==> src/rtl/block_collision_scanner.sv <==
// Per-frame scanner: tests one block per clock against a snapshot of the player box,
// then pulses col/done for one cycle and updates the held contact report.
module block_collision_scanner #(
  parameter int NUM_BLOCKS = 8,
  parameter int IDX_W      = 3,
  parameter int PLAYER_W   = 16,
  parameter int PLAYER_H   = 16,
  parameter int BLOCK_SIZE = 16
) (
  input  logic                      sim_clk,
  input  logic                      reset,
  input  logic                      frame_tick,
  input  logic [9:0]                player_x,
  input  logic [9:0]                player_y,
  input  logic                      player_attack,
  input  logic [21*NUM_BLOCKS-1:0]  block_states,
  output logic [NUM_BLOCKS-1:0]     col,
  output logic                      done,
  output logic                      busy,
  output logic                      hit_any,
  output logic [IDX_W-1:0]          hit_index
);

  typedef enum logic [1:0] {IDLE, SCAN, REPORT} state_t;

  state_t                 state, stateNxt;
  logic [IDX_W-1:0]       idx;
  logic [NUM_BLOCKS-1:0]  hitVec, scanVec, colNxt;
  logic                   doneNxt;
  logic [9:0]             pxLat, pyLat;
  logic                   atkLat;
  logic [20:0]            blk [NUM_BLOCKS];
  logic [20:0]            curBlk;
  logic [10:0]            bx, by, px, py;
  logic                   hitNow, lastIdx;
  logic [IDX_W-1:0]       lowIdx;

  for (genvar i = 0; i < NUM_BLOCKS; i++) begin : g_unpack
    assign blk[i] = block_states[21*i +: 21];
  end

  // Everything widened to 11 bits so box edges near 1023 never wrap.
  assign curBlk = blk[idx];
  assign bx     = {1'b0, curBlk[20:11]};
  assign by     = {1'b0, curBlk[10:1]};
  assign px     = {1'b0, pxLat};
  assign py     = {1'b0, pyLat};
  assign hitNow = curBlk[0]
                && (px < bx + 11'(BLOCK_SIZE)) && (bx < px + 11'(PLAYER_W))
                && (py < by + 11'(BLOCK_SIZE)) && (by < py + 11'(PLAYER_H));
  assign lastIdx = (idx == IDX_W'(NUM_BLOCKS-1));

  always_comb begin
    scanVec      = hitVec;
    scanVec[idx] = hitNow;
  end

  always_comb begin
    lowIdx = '0;
    for (int i = NUM_BLOCKS-1; i >= 0; i--)
      if (hitVec[i]) lowIdx = IDX_W'(i);
  end

  always_ff @(posedge sim_clk) begin
    if (reset) state <= IDLE;
    else       state <= stateNxt;
  end

  always_comb begin
    stateNxt = state;
    case (state)
      IDLE:    if (frame_tick) stateNxt = SCAN;
      SCAN:    if (lastIdx)    stateNxt = REPORT;
      REPORT:                  stateNxt = IDLE;
      default:                 stateNxt = IDLE;
    endcase
  end

  // col/done are registered, so they are loaded on the edge that enters REPORT
  // using the scan vector that already includes the final block.
  always_comb begin
    colNxt  = '0;
    doneNxt = 1'b0;
    if (state == SCAN && lastIdx) begin
      doneNxt = 1'b1;
      colNxt  = atkLat ? scanVec : '0;
    end
  end

  always_ff @(posedge sim_clk) begin
    if (reset) begin
      idx       <= '0;
      hitVec    <= '0;
      pxLat     <= '0;
      pyLat     <= '0;
      atkLat    <= 1'b0;
      col       <= '0;
      done      <= 1'b0;
      hit_any   <= 1'b0;
      hit_index <= '0;
    end else begin
      col  <= colNxt;
      done <= doneNxt;
      case (state)
        IDLE: if (frame_tick) begin
          pxLat  <= player_x;
          pyLat  <= player_y;
          atkLat <= player_attack;
          hitVec <= '0;
          idx    <= '0;
        end
        SCAN: begin
          hitVec <= scanVec;
          if (!lastIdx) idx <= idx + 1'b1;
        end
        REPORT: begin
          hit_any   <= |hitVec;
          hit_index <= lowIdx;
        end
        default: ;
      endcase
    end
  end

  assign busy = (state != IDLE);

endmodule

==> config.mk <==
export PLATFORM = sky130hd
export DESIGN_NAME = block_collision_scanner
export DESIGN_NICKNAME = d
export VERILOG_FILES = /design/src/rtl/block_collision_scanner.sv
export SDC_FILE = /design/constraint.sdc
export NUM_CORES = 1
export LEC_CHECK = 0
export CAP_MARGIN = 5
export CORE_ASPECT_RATIO = 1.2
export CORE_UTILIZATION = 39
export DETAILED_ROUTE_END_ITERATION = 8
export GPL_ROUTABILITY_DRIVEN = 0
export GPL_TIMING_DRIVEN = 0
export HOLD_SLACK_MARGIN = 0.08
export PLACE_DENSITY = 0.79
export REMOVE_ABC_BUFFERS = 1
export SYNTH_ARGS = -nofsm -noshare
export SYNTH_HDL_FRONTEND = slang
export SYNTH_SLANG_ARGS = --single-unit
==> constraint.sdc <==
create_clock -name sim_clk -period 4 [get_ports sim_clk]
set_input_delay 0.8 -clock sim_clk [delete_from_list [all_inputs] [get_ports sim_clk]]
set_output_delay 0.8 -clock sim_clk [all_outputs]
set_load 0.01 [all_outputs]
After elaboration in Yosys (flattened, before gate mapping) --
Cells that the tools add are included. Widths: inputs -> output; s select.
Operators by class: mux-type cells 23, equal/unequal tests 6, add/sub/neg operators 5, reductions and logical operators 15, order comparisons 7, bitwise operators 3
Operators by type and width (number):
- $bmux 21 s3 | 1
- $add 10x5->11 const B | 4
- $lt 10x11->1 | 4
- $mux 21 | 2
- $mux 3 | 10
- $pmux 8 s2 | 1
- $bwmux 8 | 1
- $mux 8 | 1
- $reduce_or 8->1 | 1
- $logic_and 1x1->1 | 6
- $ne 2x2->1 const B | 3
- $pmux 3 s2 | 1
- $reduce_and 2->1 | 3
- $ge 4x4->1 const B | 1
- $lt 3x4->1 const B | 1
- $mux 2 | 2
- $not 3->4 | 1
- $pmux 2 s2 | 1
- $reduce_bool 2->1 | 2
- $add 3x1->3 const B | 1
- $demux 1 s3 | 1
- $eq 3x3->1 const B | 1
- $ge 3x1->1 const B | 1
- $reduce_and 3->1 | 1
- other kinds (6) | 8
Word-level totals: register bits 47, output and inout bits 14, input bits 192

Logic depth before layout (Yosys ltp) --
word-level depth 12, mapped depth 20, mapped depth without buffers 14

Worst setup path after synthesis --
Ideal clock, no wire load.
kind reg-to-reg, start register idx[1], end register hitVec[6], clock period less this slack 3.997 ns, stages on the path, launching flop included 20, setup slack 0.003 ns, arrival time 3.901 ns, path buffers 6, cells stage by stage dfxtp_1 buf_4 buf_6 buf_4 buf_4 and3b_1 buf_4 a22o_1 a221oi_2 nand3_1 ha_1 xnor2_1 ha_1 a211o_1 a211oi_1 nand3_1 a221oi_2 o22ai_4 buf_6 o41ai_2
On the way: word-level cells in the longest chain between the ends 12
Ends and longest elaborated chain:
- start: declaration | RTL line 27 | logic [IDX_W-1:0] idx;
- start signal: assignment | RTL line 114 | if (!lastIdx) idx <= idx + 1'b1;
- $not 3->4 (not written as such) | RTL line 43 | assign curBlk = blk[idx];
- $bmux 21 s3 | RTL line 43
- $mux 21 (not written as such) (2 in a row) | RTL line 43
- $add 10x5->11 | RTL line 49 | && (px < bx + 11'(BLOCK_SIZE)) && (bx < px + 11'(PLAYER_W))
- $lt 10x11->1 | RTL line 49
- $logic_and 1x1->1 (2 in a row) | RTL line 49
- $logic_and 1x1->1 (2 in a row) | RTL line 50 | && (py < by + 11'(BLOCK_SIZE)) && (by < py + 11'(PLAYER_H));
- $bwmux 8 (*) | RTL line 55 | scanVec[idx] = hitNow;
- $pmux 8 s2 (*) | RTL line 104 | case (state)
- end signal: assignment | RTL line 113 | hitVec <= scanVec;
- end: declaration | RTL line 28 | logic [NUM_BLOCKS-1:0] hitVec, scanVec, colNxt;
Every way passes the cells marked *; elsewhere a longest branch is shown, timed or not. The select of a mux whose other input is x is not followed. A chain may end at the register's enable or synchronous reset.

Worst setup path after layout --
start input block_states[153], end register hitVec[3]
On the way: word-level cells in the longest chain between the ends 9
Ends and longest elaborated chain:
- start: declaration | RTL line 16 | input logic [21*NUM_BLOCKS-1:0] block_states,
- $bmux 21 s3 (*) | RTL line 43
- $mux 21 (not written as such) (*) (2 in a row) | RTL line 43
- $add 10x5->11 | RTL line 50
- $lt 10x11->1 | RTL line 50
- $logic_and 1x1->1 | RTL line 50
- $logic_and 1x1->1 (*) | RTL line 50
- $bwmux 8 (*) | RTL line 55
- $pmux 8 s2 (*) | RTL line 104
Marks and branches as above.

==> results.cfg <==
[outcome]
status = finished clean

[routing]
drtPass1Iterations = 5
drt-initial-drc-count = 297
via_count = 5484
drc = 0
avgRoutedWirePerCell_um = 18.8
viasPerCell = 5.95
ant_nets = 0
drt_wl_total_um = 17300

[sta]
maxSlewHeadroom = 0.212
tightest_slew_ps = 1180
max_freq_ghz = 0.256
setup_viol = 0
post-route-period-util = 0.976
whs_ps = 456
skew_ps = 2.21
period_needed_ps = 3910
slew_violations = 0
hold_viol_final = 0
layout_setup_ws_ps = 94.2
rsz0062_at_grt = true

[yosys]
synth_area_leaders = dfxtp_1 21%, ha_1 11%, nand2_1 6.4%
synthArstFlopShare = 0
synth_cells = 563
synth_area_um2 = 4580
yosysTopAreaCell = dfxtp_1
synth_seq_cells = 47
synthDistinctLibCells = 75
yosys-top-cells-count = 78 x nand2_1, 47 x dfxtp_1, 40 x ha_1
synth-main-ff-cell = dfxtp_1
avgSynthCellArea_um2 = 8.13
yosysMostFrequentCell = nand2_1
yosysSeqAreaShare = 0.206
synth_edf_count = 0
yosysTopAreaCellShare = 0.206
synth-warning-count = 0

[grt]
antenna_found_initial = 0
grt_use_total = 0.279
grt_pass1_vias = 5518
gr-total-overflow = 0
grt_pass1_wl_um = 26400
grt_max_degree = 39

[pwr]
p_leak_uw = 0.00274
switching_share = 0.310
combPwrFrac = 0.402
power_density_nw_per_um2 = 233
vdd_ir_drop_max_mv = 0.166
power_uw = 1680
p_int_uw = 1160
switching_power_uw = 521
power_frac_seq = 0.301
clkPwrFrac = 0.297

[cells_and_area]
finalInstanceArea_um2 = 7230
nets = 996
area_delta_synth_final_pct = 58.0
diodes = 0
drive_above_1_share = 0.116

[placed_design]
dp_slack_ps = -1240
dp_hpwl_um = 12600
placed_cell_area_um2 = 6660
portBuffers = 205

[floorplan]
die_w_um = 101
ioPinCount = 206
rows = 43
start_util = 0.398
die_y_um = 121
core_area_um2 = 11500
dieArea_um2 = 12200

[worst_hold_path]
hold_end = hit_index[0]
hp-class = reg2reg
hold_start = hit_index[0]
whs_path_depth = 2

[clocking]
ctsLongestPathBuffers = 2
cts.sinks = 47
cts.htree.levels = 2
clk_pin_slew_ps = 60
cts-buffers-inserted = 5
cts_tree = done
cts.root.buffer_cell = clkbuf_16
postCtsHoldBufs = 0
insertion_delay_ps = 300

[critical_path]
path_max_fanout = 5
r2r-end = hitVec[3]
r2r_start = idx[1]
critPathKind = in2reg
cp_data_required_time_ps = 4200
r2r_slack_ps = 160
rr_worst_depth = 14
arrival_ps = 4100
end_kind = flip-flop
startpoint_type = input pin

[job]
drv_cap = 0
-- cell usage in the layout, fill, tap and decap left out, types with 10 or more instances in the layout --
master / count
nand2_1: 78
nand3_1: 18
o2111ai_1: 10
clkdlybuf4s50_1: 204
inv_1: 22
ha_1: 39
o21ai_0: 29
buf_4: 17
mux2i_1: 16
a22oi_1: 35
a21oi_1: 30
dfxtp_1: 44
nor2_1: 28
nand3b_1: 11
-- layout make-up --
| cell class | instances | area [um2] |
|---|---|---|
| Sequential cell | 47 | 952 |
| Clock buffer | 6 | 139 |
| Tap cell | 157 | 196 |
| Fill cell | 979 | 4280 |
| Inverter | 24 | 93.8 |
| Multi-Input combinational cell | 457 | 3510 |
| Timing Repair Buffer | 229 | 2300 |
| Clock inverter | 2 | 35.0 |
-- cells by family after synthesis --
family | after synthesis | synth area share
xor gates and xnor gates | 16 | 0.0306
adders and majority gates | 40 | 0.109
muxes | 30 | 0.0907
buffers and inverters | 60 | 0.0680
DFF | 47 | 0.206
and+or+nand+nor | 196 | 0.216
AOI/OAI and AO/OA | 174 | 0.279
-- state kept, by name, summed over array words and instances (netlist names) --
signal / count
state: 2
pxLat: 10
hit_index: 3
hit_any: 1
hitVec: 8
atkLat: 1
col: 8
pyLat: 10
idx: 3
done: 1
-- power by group through the flow --
stage	logic, uW	registers, uW	clock network, uW
final	677	508	500
after global routing	728	510	522
after CTS	649	507	502
after detailed placement	611	518	0
after global placement	571	528	0
after floorplan	307	518	0
-- through the flow --
step,setup TNS (ps),util,instances
5_1_grt,-25.6,0.628,922
4_1_cts,0,0.614,913
3_5_place_dp,-17280,0.578,891
3_3_place_gp,-27600,0.574,889
6_report,0,0.628,922
2_1_floorplan,-3520,-,527
-- timing repair --
item                       4_1_cts  5_1_grt
gates cloned                     1        0
gates resized for setup         22       14
pin swaps                        7       12
setup buffers                   13        8
setup endpoints to repair       16       16
-- worst max path at each step --
stage,startpoint,slack [ps],endpoint
6_report,block_states[153],90,hitVec[3]
3_3_place_gp,idx[1],-1800,hitVec[5]
5_1_grt,block_states[153],-20,hitVec[3]
4_1_cts,idx[2],20,hitVec[1]
3_5_place_dp,idx[2],-1240,hitVec[0]
2_1_floorplan,idx[1],-320,hitVec[0]
-- routing by layer --
metal / share of wire / track usage / vias to the layer above
met5: 0 / 0 / -
met4: 0.047 / 0.152 / 0
met3: 0.077 / 0.0468 / 66
met2: 0.51 / 0.533 / 294
met1: 0.36 / 0.283 / 2602
li1: - / - / 2522
-- worst max-delay path, cell delays in order --
cell             delay (ps)
clkdlybuf4s50_1         400
and4_4                  200
a2111oi_4               340
nand3_2                 190
ha_4                    210
xnor2_1                 120
ha_1                    230
a211o_1                 320
a211oi_2                170
nand3_1                 160
a221oi_4                390
o22ai_4                 160
buf_4                   170
o41ai_2                 210
(Power assumes the default switching activity.)
